## src/rtl/sh7604_pkg.sv

```systemverilog
// Shared types and defaults for the SH7604 internal-bus master.
// Holds the access-size and state enums plus helper functions.
package sh7604_pkg;

  typedef enum logic [1:0] {
    SZ_BYTE = 2'd0,
    SZ_WORD = 2'd1,
    SZ_LONG = 2'd2
  } ibus_sz_e;

  typedef enum logic [1:0] {
    ST_IDLE   = 2'd0,
    ST_ACCESS = 2'd1,
    ST_DONE   = 2'd2
  } ibus_state_e;

  localparam logic [31:0] REGION_BASE_DEF = 32'hFFFFFE00;
  localparam logic [7:0]  TIMEOUT_DEF     = 8'd255;

  // CPU size code 3 behaves as a long access.
  function automatic ibus_sz_e norm_sz(logic [1:0] sz);
    norm_sz = (sz == 2'd3) ? SZ_LONG : ibus_sz_e'(sz);
  endfunction

  function automatic logic misaligned(ibus_sz_e sz,
                                      logic [1:0] a);
    unique case (sz)
      SZ_WORD: misaligned = a[0];
      SZ_LONG: misaligned = |a;
      default: misaligned = 1'b0;
    endcase
  endfunction

endpackage

```

## src/rtl/sh7604_ibus_if.sv

```systemverilog
// Internal peripheral bus bundle: address/data/enables out, data and
// BUSY/ACT responder status in. master drives requests, slave answers.
interface sh7604_ibus_if;
  logic [31:0] IBUS_A;
  logic [31:0] IBUS_DO;
  logic [3:0]  IBUS_BA;
  logic        IBUS_WE;
  logic        IBUS_REQ;
  logic [31:0] IBUS_DI;
  logic        IBUS_BUSY;
  logic        IBUS_ACT;

  modport master (
    output IBUS_A, IBUS_DO, IBUS_BA, IBUS_WE, IBUS_REQ,
    input  IBUS_DI, IBUS_BUSY, IBUS_ACT
  );

  modport slave (
    input  IBUS_A, IBUS_DO, IBUS_BA, IBUS_WE, IBUS_REQ,
    output IBUS_DI, IBUS_BUSY, IBUS_ACT
  );
endinterface

```

## src/rtl/sh7604_ibus_lanes.sv

```systemverilog
// Big-endian lane logic: byte enables and write replication for the
// issuing access, zero-extended read extraction for the active one.
module sh7604_ibus_lanes
  import sh7604_pkg::*;
(
  input  ibus_sz_e    wr_sz_i,
  input  logic [1:0]  wr_a_i,
  input  logic [31:0] wr_data_i,
  output logic [3:0]  ba_o,
  output logic [31:0] wr_data_o,
  input  ibus_sz_e    rd_sz_i,
  input  logic [1:0]  rd_a_i,
  input  logic [31:0] rd_data_i,
  output logic [31:0] rd_data_o
);

  always_comb begin
    ba_o      = 4'b1111;
    wr_data_o = wr_data_i;
    unique case (wr_sz_i)
      SZ_BYTE: begin
        ba_o      = 4'b1000 >> wr_a_i;
        wr_data_o = {4{wr_data_i[7:0]}};
      end
      SZ_WORD: begin
        ba_o      = wr_a_i[1] ? 4'b0011 : 4'b1100;
        wr_data_o = {2{wr_data_i[15:0]}};
      end
      default: begin
        ba_o      = 4'b1111;
        wr_data_o = wr_data_i;
      end
    endcase
  end

  always_comb begin
    rd_data_o = rd_data_i;
    unique case (rd_sz_i)
      SZ_BYTE: begin
        unique case (rd_a_i)
          2'd0: rd_data_o = {24'd0, rd_data_i[31:24]};
          2'd1: rd_data_o = {24'd0, rd_data_i[23:16]};
          2'd2: rd_data_o = {24'd0, rd_data_i[15:8]};
          default: rd_data_o = {24'd0, rd_data_i[7:0]};
        endcase
      end
      SZ_WORD: begin
        rd_data_o = rd_a_i[1] ? {16'd0, rd_data_i[15:0]}
                              : {16'd0, rd_data_i[31:16]};
      end
      default: rd_data_o = rd_data_i;
    endcase
  end

endmodule

```

## src/rtl/sh7604_ibus_master.sv

```systemverilog
// CPU-to-internal-bus master for the SH7604 on-chip peripheral region.
// Ports: CLK/RST_N, CE_R/CE_F/EN strobes, CPU_* request side, ibus
// master bundle, BERR/ADDRERR single-CE_R error pulses.
module sh7604_ibus_master
  import sh7604_pkg::*;
#(
  parameter logic [31:0] REGION_BASE = REGION_BASE_DEF,
  parameter logic [7:0]  TIMEOUT     = TIMEOUT_DEF
) (
  input  logic        CLK,
  input  logic        RST_N,
  input  logic        CE_R,
  input  logic        CE_F,
  input  logic        EN,
  input  logic [31:0] CPU_A,
  input  logic [31:0] CPU_DI,
  output logic [31:0] CPU_DO,
  input  logic [1:0]  CPU_SZ,
  input  logic        CPU_WE,
  input  logic        CPU_REQ,
  output logic        CPU_BUSY,
  sh7604_ibus_if.master ibus,
  output logic        BERR,
  output logic        ADDRERR
);

  // Responder data is simply sampled on CE_R; CE_F has no role here.
  logic unused_ce_f;
  assign unused_ce_f = CE_F;

  ibus_state_e state_q, state_d;
  logic [7:0]  cnt_q, cnt_d;
  logic [31:0] a_q, a_d;
  logic [31:0] do_q, do_d;
  logic [3:0]  ba_q, ba_d;
  logic        we_q, we_d;
  logic        req_q, req_d;
  ibus_sz_e    sz_q, sz_d;
  logic [31:0] cpu_do_q, cpu_do_d;
  logic        berr_q, berr_d;
  logic        aerr_q, aerr_d;

  logic        ce;
  ibus_sz_e    sz_n;
  logic        in_reg;
  logic        mis;
  logic [7:0]  cnt_inc;
  logic [3:0]  wr_ba;
  logic [31:0] wr_data;
  logic [31:0] rd_data;

  assign ce      = EN & CE_R;
  assign sz_n    = norm_sz(CPU_SZ);
  assign in_reg  = CPU_A >= REGION_BASE;
  assign mis     = misaligned(sz_n, CPU_A[1:0]);
  assign cnt_inc = cnt_q + 8'd1;

  // Read extraction uses the latched access, so a CPU that changes
  // its address mid-cycle still gets the right lane.
  sh7604_ibus_lanes u_lanes (
    .wr_sz_i   (sz_n),
    .wr_a_i    (CPU_A[1:0]),
    .wr_data_i (CPU_DI),
    .ba_o      (wr_ba),
    .wr_data_o (wr_data),
    .rd_sz_i   (sz_q),
    .rd_a_i    (a_q[1:0]),
    .rd_data_i (ibus.IBUS_DI),
    .rd_data_o (rd_data)
  );

  always_ff @(posedge CLK or negedge RST_N) begin
    if (!RST_N) begin
      state_q  <= ST_IDLE;
      cnt_q    <= 8'd0;
      a_q      <= 32'd0;
      do_q     <= 32'd0;
      ba_q     <= 4'd0;
      we_q     <= 1'b0;
      req_q    <= 1'b0;
      sz_q     <= SZ_BYTE;
      cpu_do_q <= 32'd0;
      berr_q   <= 1'b0;
      aerr_q   <= 1'b0;
    end else begin
      state_q  <= state_d;
      cnt_q    <= cnt_d;
      a_q      <= a_d;
      do_q     <= do_d;
      ba_q     <= ba_d;
      we_q     <= we_d;
      req_q    <= req_d;
      sz_q     <= sz_d;
      cpu_do_q <= cpu_do_d;
      berr_q   <= berr_d;
      aerr_q   <= aerr_d;
    end
  end

  always_comb begin
    state_d  = state_q;
    cnt_d    = cnt_q;
    a_d      = a_q;
    do_d     = do_q;
    ba_d     = ba_q;
    we_d     = we_q;
    req_d    = req_q;
    sz_d     = sz_q;
    cpu_do_d = cpu_do_q;
    berr_d   = berr_q;
    aerr_d   = aerr_q;
    if (ce) begin
      berr_d = 1'b0;
      aerr_d = 1'b0;
      unique case (state_q)
        ST_IDLE: begin
          if (CPU_REQ && in_reg) begin
            if (mis) begin
              aerr_d = 1'b1;
            end else begin
              a_d     = CPU_A;
              do_d    = wr_data;
              ba_d    = wr_ba;
              we_d    = CPU_WE;
              sz_d    = sz_n;
              req_d   = 1'b1;
              cnt_d   = 8'd0;
              state_d = ST_ACCESS;
            end
          end
        end
        ST_ACCESS: begin
          if (!ibus.IBUS_BUSY) begin
            req_d   = 1'b0;
            state_d = ST_DONE;
            if (ibus.IBUS_ACT) begin
              if (!we_q) cpu_do_d = rd_data;
            end else begin
              berr_d = 1'b1;
              if (!we_q) cpu_do_d = 32'd0;
            end
          end else if (cnt_q != 8'hFF) begin
            // Saturating wait count; abort when it reaches TIMEOUT.
            cnt_d = cnt_inc;
            if (cnt_inc == TIMEOUT) begin
              berr_d   = 1'b1;
              cpu_do_d = 32'd0;
              req_d    = 1'b0;
              state_d  = ST_DONE;
            end
          end
        end
        ST_DONE: state_d = ST_IDLE;
        default: state_d = ST_IDLE;
      endcase
    end
  end

  assign CPU_BUSY = CPU_REQ & in_reg & ~mis & (state_q != ST_DONE);

  assign CPU_DO        = cpu_do_q;
  assign BERR          = berr_q;
  assign ADDRERR       = aerr_q;
  assign ibus.IBUS_A   = a_q;
  assign ibus.IBUS_DO  = do_q;
  assign ibus.IBUS_BA  = ba_q;
  assign ibus.IBUS_WE  = we_q;
  assign ibus.IBUS_REQ = req_q;

endmodule

```

## src/flat_wrapper.sv

```systemverilog
// flat-port wrapper written by rule: the top's interface ports become plain ports
module sh7604_ibus_master_flat import sh7604_pkg::*;
#(
  parameter logic [31:0] REGION_BASE = REGION_BASE_DEF,
  parameter logic [7:0]  TIMEOUT     = TIMEOUT_DEF
)
  (CLK, RST_N, CE_R, CE_F, EN, CPU_A, CPU_DI, CPU_DO, CPU_SZ, CPU_WE, CPU_REQ, CPU_BUSY, BERR, ADDRERR, ibus_IBUS_A, ibus_IBUS_DO, ibus_IBUS_BA, ibus_IBUS_WE, ibus_IBUS_REQ, ibus_IBUS_DI, ibus_IBUS_BUSY, ibus_IBUS_ACT);
  sh7604_ibus_if ibus_i ();
  input  logic CLK;
  input  logic RST_N;
  input  logic CE_R;
  input  logic CE_F;
  input  logic EN;
  input  logic [31:0] CPU_A;
  input  logic [31:0] CPU_DI;
  output logic [31:0] CPU_DO;
  input  logic [1:0] CPU_SZ;
  input  logic CPU_WE;
  input  logic CPU_REQ;
  output logic CPU_BUSY;
  output logic BERR;
  output logic ADDRERR;
  output wire logic [$bits(ibus_i.IBUS_A)-1:0] ibus_IBUS_A;
  output wire logic [$bits(ibus_i.IBUS_DO)-1:0] ibus_IBUS_DO;
  output wire logic [$bits(ibus_i.IBUS_BA)-1:0] ibus_IBUS_BA;
  output wire logic [$bits(ibus_i.IBUS_WE)-1:0] ibus_IBUS_WE;
  output wire logic [$bits(ibus_i.IBUS_REQ)-1:0] ibus_IBUS_REQ;
  input wire logic [$bits(ibus_i.IBUS_DI)-1:0] ibus_IBUS_DI;
  input wire logic [$bits(ibus_i.IBUS_BUSY)-1:0] ibus_IBUS_BUSY;
  input wire logic [$bits(ibus_i.IBUS_ACT)-1:0] ibus_IBUS_ACT;
  assign ibus_IBUS_A = ibus_i.IBUS_A;
  assign ibus_IBUS_DO = ibus_i.IBUS_DO;
  assign ibus_IBUS_BA = ibus_i.IBUS_BA;
  assign ibus_IBUS_WE = ibus_i.IBUS_WE;
  assign ibus_IBUS_REQ = ibus_i.IBUS_REQ;
  assign ibus_i.IBUS_DI = ibus_IBUS_DI;
  assign ibus_i.IBUS_BUSY = ibus_IBUS_BUSY;
  assign ibus_i.IBUS_ACT = ibus_IBUS_ACT;
  sh7604_ibus_master #(.REGION_BASE(REGION_BASE), .TIMEOUT(TIMEOUT)) u_core (.CLK(CLK), .RST_N(RST_N), .CE_R(CE_R), .CE_F(CE_F), .EN(EN), .CPU_A(CPU_A), .CPU_DI(CPU_DI), .CPU_DO(CPU_DO), .CPU_SZ(CPU_SZ), .CPU_WE(CPU_WE), .CPU_REQ(CPU_REQ), .CPU_BUSY(CPU_BUSY), .ibus(ibus_i), .BERR(BERR), .ADDRERR(ADDRERR));
endmodule
```

## config.mk

```make
export PLATFORM = sky130hd
export DESIGN_NAME = sh7604_ibus_master_flat
export DESIGN_NICKNAME = d
export VERILOG_FILES = /design/src/rtl/sh7604_pkg.sv /design/src/rtl/sh7604_ibus_if.sv /design/src/rtl/sh7604_ibus_lanes.sv /design/src/rtl/sh7604_ibus_master.sv /design/src/flat_wrapper.sv
export SDC_FILE = /design/constraint.sdc
export NUM_CORES = 1
export LEC_CHECK = 0
export BUFFER_PORTS_ARGS = -buffer_cell sky130_fd_sc_hd__clkbuf_2
export CORE_ASPECT_RATIO = 1.1
export CORE_MARGIN = 2
export CORE_UTILIZATION = 45
export DETAILED_ROUTE_END_ITERATION = 7
export MAX_ROUTING_LAYER = met4
export PLACE_DENSITY = 0.77
export SETUP_SLACK_MARGIN = 0.1
export SYNTH_ARGS = -nofsm -noshare
export SYNTH_HDL_FRONTEND = slang
export SYNTH_HIERARCHICAL = 1
export SYNTH_SLANG_ARGS = --single-unit
```

## constraint.sdc

```tcl
create_clock -name CLK -period 2.08 [get_ports CLK]
set_input_delay 0.416 -clock CLK [delete_from_list [all_inputs] [get_ports CLK]]
set_output_delay 0.416 -clock CLK [all_outputs]
set_load 0.005 [all_outputs]
```

# Word level (Yosys, flattened, before mapping)
# Index checks and enable logic that the tools add are counted.
[totals] in_bits=107 output_inout_bits=105 reg_bits=116
[classes] n_eq_ne=19 mux=39 n_shift=1 reduce_logical=12 n_lt_le_gt_ge=1 bitwise_logic=5 addsub=1
[op_table] operator="32-bit two-way mux" n=6
[op_table] operator="32-bit case mux with 2 select lines" n=2
[op_table] operator="32-bit greater-or-equal comparator (second input constant)" n=1
[op_table] operator="8-bit two-way mux" n=4
[op_table] operator="8-bit case mux with 3 select lines" n=1
[op_table] operator="16-bit two-way mux" n=1
[op_table] operator="8-bit case mux with 2 select lines" n=1
[op_table] operator="1-bit two-way mux" n=13
[op_table] operator="2-bit two-way mux" n=6
[op_table] operator="6-bit AND reduction" n=2
[op_table] operator="5-bit AND reduction" n=2
[op_table] operator="8-bit by 1-bit adder with 8-bit output (second input constant)" n=1
[op_table] operator="2-bit by 1-bit == test with 1-bit output (second input constant)" n=4
[op_table] operator="8-bit == test (second input constant)" n=1
[op_table] operator="2-bit logical NOT" n=4
[op_table] operator="2-bit by 1-bit inequality test with 1-bit output (second input constant)" n=4
[op_table] operator="2-bit inequality test (second input constant)" n=4
[op_table] operator="8-bit inequality test (second input constant)" n=1
[op_table] operator="4-bit case mux with 2 select lines" n=1
[op_table] operator="2-bit == test (second input constant)" n=3
[op_table] operator="3-bit by 2-bit inequality test with 1-bit output (second input constant)" n=2
[op_table] operator="1-bit bitwise AND" n=4
[op_table] operator="4-bit two-way mux" n=1
[op_table] operator="1-bit case mux with 2 select lines" n=2
[op_table] operator="other kinds (7)" n=7

# Depth between registers and ports, before layout
# Gate-level depths: netlist (run 1).
[depth] word_depth=7 ltp_mapped=9 mapped_depth_nobuf=8

# Modules after synthesis
# Netlist (run 1), hierarchy kept.
[by_module_without_submodules] mod="sh7604_ibus_master" cells_each=394 seq_area_each_um2=2902.8 instances=1 area_each_um2=4853.4
[by_module_without_submodules] mod="sh7604_ibus_lanes" cells_each=127 seq_area_each_um2=0.0 instances=1 area_each_um2=908.4

# Least setup slack after synthesis (run 1)
# OpenSTA, ideal clock, no wires.
[synth_timing] path_type="flip-flop to flip-flop" start="register u_core.cnt_q[0]" end="register u_core.cpu_do_q[10], in the netlist u_core/CPU_DO[10]" stages_incl_launch_ff=9 path_slack_ns=-0.194 t_arrival_ns=2.195 required_time_ns=2.001 path_buffers=2 path_cell_list="dfrtp_1 > ha_1 > clkbuf_1 > or4_4 > o311ai_2 > nand3_4 > a21oi_4 > buf_12 > mux2i_1"
[synth_between] elab_chain_len=4 word_cells_on_any_way=6 classes_between="add/sub: 1; eq/ne: 4; reduce/logical: 1"
[synth_lines] item="from (decl)" line="sh7604_ibus_master.sv:32" source="logic [7:0] cnt_q, cnt_d;"
[synth_lines] item="from (signal assigned)" line="sh7604_ibus_master.sv:87" source="cnt_q <= cnt_d;"
[synth_lines] item="8-bit by 1-bit adder with 8-bit output" line="sh7604_ibus_master.sv:56" source="assign cnt_inc = cnt_q + 8'd1;"
[synth_lines] item="8-bit == test" line="sh7604_ibus_master.sv:145" source="if (cnt_inc == TIMEOUT) begin"
[synth_lines] item="2-bit by 1-bit inequality test with 1-bit output (no line)"
[synth_lines] item="5-bit AND reduction (no line) (*)"
[synth_lines] item="to (signal assigned)" line="sh7604_ibus_master.sv:94" source="cpu_do_q <= cpu_do_d;"
[synth_lines] item="to (decl)" line="sh7604_ibus_master.sv:39" source="logic [31:0] cpu_do_q, cpu_do_d;"
# Every way passes the cells marked *; elsewhere a longest branch is shown, timed or not.
# A chain may end at the register's enable or synchronous reset.

# Final worst setup path (run 1)
[layout_timing] start="register u_core.cnt_q[0]" end="register u_core.cpu_do_q[0], in the netlist u_core/CPU_DO[0]"
# Same word-level chain as after synthesis.

==> results of run 1 <==
-- area by class of cell --
| type | count | area (um^2) | area share, % |
|---|---|---|---|
| clock buffers | 26 | 489 | 6.26 |
| clock inverters | 5 | 50.0 | 0.641 |
| inverters | 38 | 143 | 1.83 |
| multi-input cells | 330 | 2570 | 32.9 |
| flip-flops and latches | 116 | 2900 | 37.2 |
| well taps | 157 | 196 | 2.51 |
| repair buffers | 248 | 1460 | 18.7 |
-- Yosys cell counts, drive strengths merged (2+ instances only) --
cell type	n	area share, %
nand4	9	0.98
nor2	17	1.2
inv	38	2.5
dfrtp	116	50
and2	17	1.8
ha	2	0.43
a221o	9	1.7
clkbuf	15	0.98
and3	2	0.24
nor4	2	0.22
nand2b	24	2.6
buf	22	3.2
mux2i	50	8.7
nand2	58	3.8
nor3	2	0.26
o31ai	5	0.65
nand3b	2	0.26
o21ai	28	2.4
o21bai	7	0.98
a21oi	4	0.54
nand3	11	1.3
mux2	64	13
nor2b	8	0.87
-- layer usage --
layer / wire, um / track usage [%]
met4: 509 / 11.1
met5: 0 / -
met1: 6410 / 27.5
met2: 8140 / 39.8
met3: 1220 / 6.17
-- logic make-up after synthesis --
kind of cell	after synthesis	synth area share (%)
XOR/XNOR	1	0.152
AO/OA/AOI/OAI	58	7.23
multiplexers	114	21.2
AND/OR/NAND/NOR	155	14.0
flip-flops	116	50.4
buffers and inverters	75	6.62
adder cells (fa/ha/maj)	2	0.434
-- repair_timing --
item                                    CTS  global route
hold endpoints to repair                 24             0
gates cloned                              1             2
resized for setup                         7            14
buffers inserted                          3             3
hold buffers                              1             0
pin swaps                                 0             9
endpoints found under the setup margin   34            35
-- cells in the final DEF (no fill, tap or decap), drive strengths merged, types with 5 or more instances in the layout --
master  instances
nor2           17
mux2           64
clkbuf        237
o21bai          7
nand2          58
nor2b           8
nand3          11
dfrtp         116
buf            36
nand2b         24
mux2i          50
o21ai          28
and2           17
nand4           9
a221o           9
inv            38
o31ai           5
-- critical path, stage by stage (launching register included) --
cell	delay, ns
dfrtp_1	0.40
inv_2	0.08
ha_4	0.13
nand3_4	0.08
or4_4	0.55
o311ai_4	0.10
nand3_4	0.12
a21oi_4	0.14
buf_12	0.16
clkbuf_16	0.16
mux2i_1	0.23
-- power groups by stage --
stage | sequential, uW | combinational [uW] | clock (uW)
detailed placement | 2300 | 326 | 0
finish | 2260 | 330 | 2680
global route | 2260 | 360 | 2840
global placement | 2300 | 313 | 0
CTS | 2260 | 331 | 2730
floorplan | 2300 | 120 | 0
-- worst paths after layout --
| kind | from | endpoint | slack, ns | cells past startpoint |
|---|---|---|---|---|
| max | u_core/cnt_q[0] | u_core/CPU_DO[0] | -0.17 | 10 |
| min | CPU_A[2] | u_core/ibus.IBUS_A[2] | 0.24 | 2 |
| max reg2reg | u_core/cnt_q[0] | u_core/CPU_DO[0] | -0.17 | 10 |
| min reg2reg | u_core/ibus.IBUS_A[28] | u_core/ibus.IBUS_A[28] | 0.46 | 1 |
| max in group asynchronous | RST_N | u_core/ibus.IBUS_DO[11] | 0.87 | 3 |
| min in group asynchronous | RST_N | u_core/CPU_DO[1] | 0.49 | 2 |
-- stage by stage --
stage          setup TNS, ns  area, um^2
2_1_floorplan          -2.51        5780
3_3_place_gp               0        7040
3_5_place_dp           -2.65        7040
4_1_cts                -1.44        7680
5_1_grt                -5.84        7810
6_report               -2.89        7810
-- state kept, by name, summed over array words and instances (netlist names) --
| name | flops |
|---|---|
| u_core/CPU_DO | 32 |
| u_core/ibus.IBUS_DO | 32 |
| u_core/ADDRERR | 1 |
| u_core/ibus.IBUS_REQ | 1 |
| u_core/sz_q | 2 |
| u_core/BERR | 1 |
| u_core/state_q | 2 |
| u_core/ibus.IBUS_BA | 4 |
| u_core/cnt_q | 8 |
| u_core/ibus.IBUS_A | 32 |
| u_core/ibus.IBUS_WE | 1 |
==> run metrics, run 1 <==
dpl cells=880; Nets=860; final RePlAce weighted congestion=0.889; Iter 0 DRT Violations=380; Setup WS pre-CTS=-0.109 ns; drc violations=0; Final Critical Period=2.25 ns; cell row count=43; Top Ports=212; initial antenna violation count=0; clock share of power=50.9%; Setup-failing EPs final=32; first-pass GRT wire length=24.6 mm; root buffer cell=clkbuf_16; DR vias/cell=5.31; worst-margin pin slew=0.632 ns; fin cells=920; Pwr Density=675 mW/mm^2; fin util=62.3%; Post-synth ARST share=100%; Sequential Power Share=42.9%; port bufs=210; Int Pwr=4130 uW; Crit Path Category=flip-flop to flip-flop; Worst setup SP type=flip-flop; Seq cells post-synth=116; die span in y=123 um; pin count of the biggest net entering global routing=70; remaining antenna violation count after routing=0; Starting Density=46.0%; FILL cells=1021; core region area=0.0125 mm^2; Slew Viols, Final=0; hold crit path type=primary input to flip-flop; cts bufs inserted=17; Synth cell types=44; drt wl/cell=17.7 um; clock buffer depth=2; RSZ-0062 raised after global routing=yes; CTS tree=built; Syn Std Cell Area=0.00576 mm^2; Leak=0.00414 uW; grt ovf=0; chip width=112 um; Clock Latency Late Sink=0.42 ns; maximum VDD drop=0.457 mV; Post-synth EDFFs=0; Max FO, Critical Path=6; number of max-cap violations=0; Hold Violations, Final=0; endpoint type of the worst setup path=flip-flop; Fmax=445 MHz; routed via count=4888; Clock Skews=0.0158 ns; die area=0.0137 mm^2; status=finished with violations; Clk pin slew, worst setup/hold paths=0.05 ns; Syn Inst Count=521; Total Routing Usage GR=24.0%; CTS sink count=116; CTS H-Tree Depth=4; Seq/Total Area, Yosys=50.4%; Mapped Nets=630; Yosys Warn Count=6; arrival time at the worst endpoint=2.56 ns; n_diodes=0; failing checks=negative setup slack; fraction of layout cells with a size suffix above 1=47.8%; drt pass-1 iters=5; Slew HR=57.9%; CP required=2.39 ns; fin worst setup slack=-0.167 ns; sw frac=21.7%; Detailed Place HPWL=11.6 mm; vias in the first global route=4912; Area Overhead vs Synth=35.6%; P_sw=1140 uW; Total Wirelength=16.3 mm; fin crit share=108%; Worst Hold Slack=0.239 ns; Comb pwr share=6.3%; syn_area_per_cell=11.1 um^2; Final Power=5270 uW; Most used DFF post-synth=dfrtp_1
No activity file was read; power rests on OpenSTA's default activity.
==> run 2: changes to the inputs <==
--- a/config.mk
+++ b/config.mk
@@ -7,7 +7,7 @@
 export LEC_CHECK = 0
 export BUFFER_PORTS_ARGS = -buffer_cell sky130_fd_sc_hd__clkbuf_2
 export CORE_ASPECT_RATIO = 1.1
-export CORE_MARGIN = 2
+export CORE_MARGIN = 8
 export CORE_UTILIZATION = 45
 export DETAILED_ROUTE_END_ITERATION = 7
 export MAX_ROUTING_LAYER = met4
==> run 2 against run 1 <==
  * The run still ends with negative setup slack left
  * Clock power rose by 11%
  * Sequential power barely moved
  * Register-to-register slack improved by 0.09 ns
  * Flip-flop and latch count did not move
  * Clock skew fell by 0.011 ns
  * Non-clock buffer count fell by 6
  * Final cell count fell by 0.54%
  * Worst hold slack got worse by 0.22 ns
  * Utilization rose by 0.11 points
  * Wire length rose by 2.0%
  * Count of clock-buffer cells in the layout fell by 6
  * Critical path type unchanged
  * Critical endpoint is now u_core/CPU_DO[4]
  * Largest cell class unchanged
==> run metrics, run 2 (same netlist as run 1, synthesis figures left out) <==
status=finished with violations; failing checks=negative setup slack; Worst Hold Slack=0.0216 ns (-0.217 ns); die area=0.0167 mm^2 (+22%); Detailed Place HPWL=12.0 mm (+4.3%); chip width=124 um (+11%); cell row count=43 (unchanged); Fmax=463 MHz (+4.1%); multi-input logic area=0.00255 mm^2 (-0.44%); RR Startpoint=u_core/cnt_q[1]; reg2reg end=u_core/CPU_DO[4]; Hold Violations, Final=0 (unchanged); Register-to-Register Path Depth=9 (-1); Nets=854 (-0.70%); clock buffer depth=2 (unchanged); CTS tree=built; root buffer cell=clkbuf_16; setup_tns=-1.55 ns (+1.34 ns); CTS H-Tree Depth=4 (unchanged); Final Critical Period=2.16 ns (-0.0885 ns); R2R Setup Slk=-0.08 ns (+0.09 ns); Critical Path Start=u_core/cnt_q[1]; Worst setup SP type=flip-flop; Clock Skews=0.00521 ns (-0.0106 ns); fin crit share=104% (-4.3 points); cts bufs inserted=17 (unchanged); Slew Viols, Final=0 (unchanged); most common cell after layout, fill and taps aside=clkbuf_2; Pwr Density=711 mW/mm^2 (+5.3%); worst-margin pin slew=0.697 ns (+0.0654 ns); routed via count=4749 (-2.8%); port bufs=210 (unchanged); Max FO, Critical Path=8 (+2); maximum VDD drop=0.677 mV (+48%); remaining antenna violation count after routing=0 (unchanged); vias in the first global route=5212 (+6.1%); CP required=2.40 ns (about the same); n_diodes=0 (unchanged); core region area=0.0125 mm^2 (unchanged); grt ovf=0 (unchanged); drc violations=0 (unchanged); first-pass GRT wire length=25.7 mm (+4.5%); RSZ-0062 raised after global routing=yes; Setup-failing EPs final=32 (unchanged); Clock Latency Late Sink=0.41 ns (about the same); register area=0.00290 mm^2 (unchanged); pin count of the biggest net entering global routing=117 (+67%); fin worst setup slack=-0.0783 ns (+0.0885 ns); Area Overhead vs Synth=35.8%; die span in y=135 um (+9.8%); Iter 0 DRT Violations=340 (-11%); DR vias/cell=5.19 (-2.3%); CTS hold repair buffers=0 (-1); Leak=0.00413 uW (-0.29%); drt pass-1 iters=5 (unchanged); Clk pin slew, worst setup/hold paths=0.05 ns (about the same); drt wl/cell=18.2 um (+2.6%); fraction of layout cells with a size suffix above 1=48.4% (+0.58 points); number of max-cap violations=0 (unchanged); CTS sink count=116 (unchanged); initial antenna violation count=0 (unchanged); FILL cells=976 (-4.4%); Total Routing Usage GR=20.3% (-3.7 points); hold crit path type=primary input to asynchronous set/reset pin; final RePlAce weighted congestion=0.865 (-2.7%); endpoint type of the worst setup path=flip-flop; Top Ports=212 (unchanged); Total Wirelength=16.6 mm (+2.0%); most frequent cells in the layout=clkbuf_2 (204), dfrtp_1 (115), mux2_2 (64), nand2_1 (57), mux2i_1 (48); Starting Density=46.0% (unchanged); Slew HR=53.5% (-4.4 points); arrival time at the worst endpoint=2.48 ns (-0.08 ns); Crit Path Category=flip-flop to flip-flop
==> run 2: critical path, cell delays in order, from the launching register on <==
cell and delay [ns]:
dfrtp_2 0.46, ha_4 0.16, nand3_2 0.08, or4_4 0.50, o311ai_4 0.10, nand3_4 0.12
a21oi_4 0.15, buf_12 0.15, buf_12 0.14, mux2i_2 0.22
==> run 2: where the power goes <==
group	switching (uW)	internal, uW	total (uW)	leakage, uW
Sequential	0.00106	2260	2260	0.00145
Clock	1040	1940	2980	0.000284
Combinational	172	149	320	0.00239
Total	1210	4350	5560	0.00413
==> run 2: how the worst max path moves through the flow <==
| stage | cells past startpoint | endpoint | slack [ns] |
|---|---|---|---|
| floorplan | 9 | u_core/CPU_DO[10] | -0.08 |
| global placement | 7 | u_core/ibus.IBUS_A[5] | -0.03 |
| detailed placement | 8 | u_core/CPU_DO[31] | -0.11 |
| CTS | 9 | u_core/CPU_DO[4] | -0.09 |
| global route | 9 | u_core/CPU_DO[4] | -0.14 |
| finish | 9 | u_core/CPU_DO[4] | -0.08 |
==> run 2: through the flow <==
stage | utilization, % | cell area [um^2] | power [uW] | setup WS (ns) | std cells
global route | 62.4 | 7830 | 5770 | -0.139 | 915
detailed placement | 56.1 | 7030 | 2610 | -0.108 | 878
floorplan | - | 5780 | 2420 | -0.0836 | 521
finish | 62.4 | 7830 | 5560 | -0.0783 | 915
global placement | 56.1 | 7030 | 2600 | -0.0308 | 878
CTS | 61.0 | 7650 | 5620 | -0.0855 | 910
==> run 2: repair_timing <==
item                       CTS  global route
setup endpoints to repair   34            39
gates cloned                 0             3
resized for setup            4            19
buffers inserted             0             2
pin swaps                    2             5
==> run 2: final cells by class <==
cell class              count  share of cell area [%]
repair buffers            242                    18.1
flip-flops and latches    116                    37.1
clock buffers              20                    5.84
multi-input cells         330                    32.7
well taps                 157                    2.51
inverters                  38                    1.82
clock inverters            12                    1.98
==> run 2: layer usage <==
layer | share of wire, % | track usage, % | vias to the layer above
met5 | 0 | - | -
met4 | 1.7 | 8.41 | 0
met3 | 9.2 | 6.56 | 20
met2 | 48 | 31.5 | 235
met1 | 42 | 23.7 | 2275
li1 | - | - | 2219
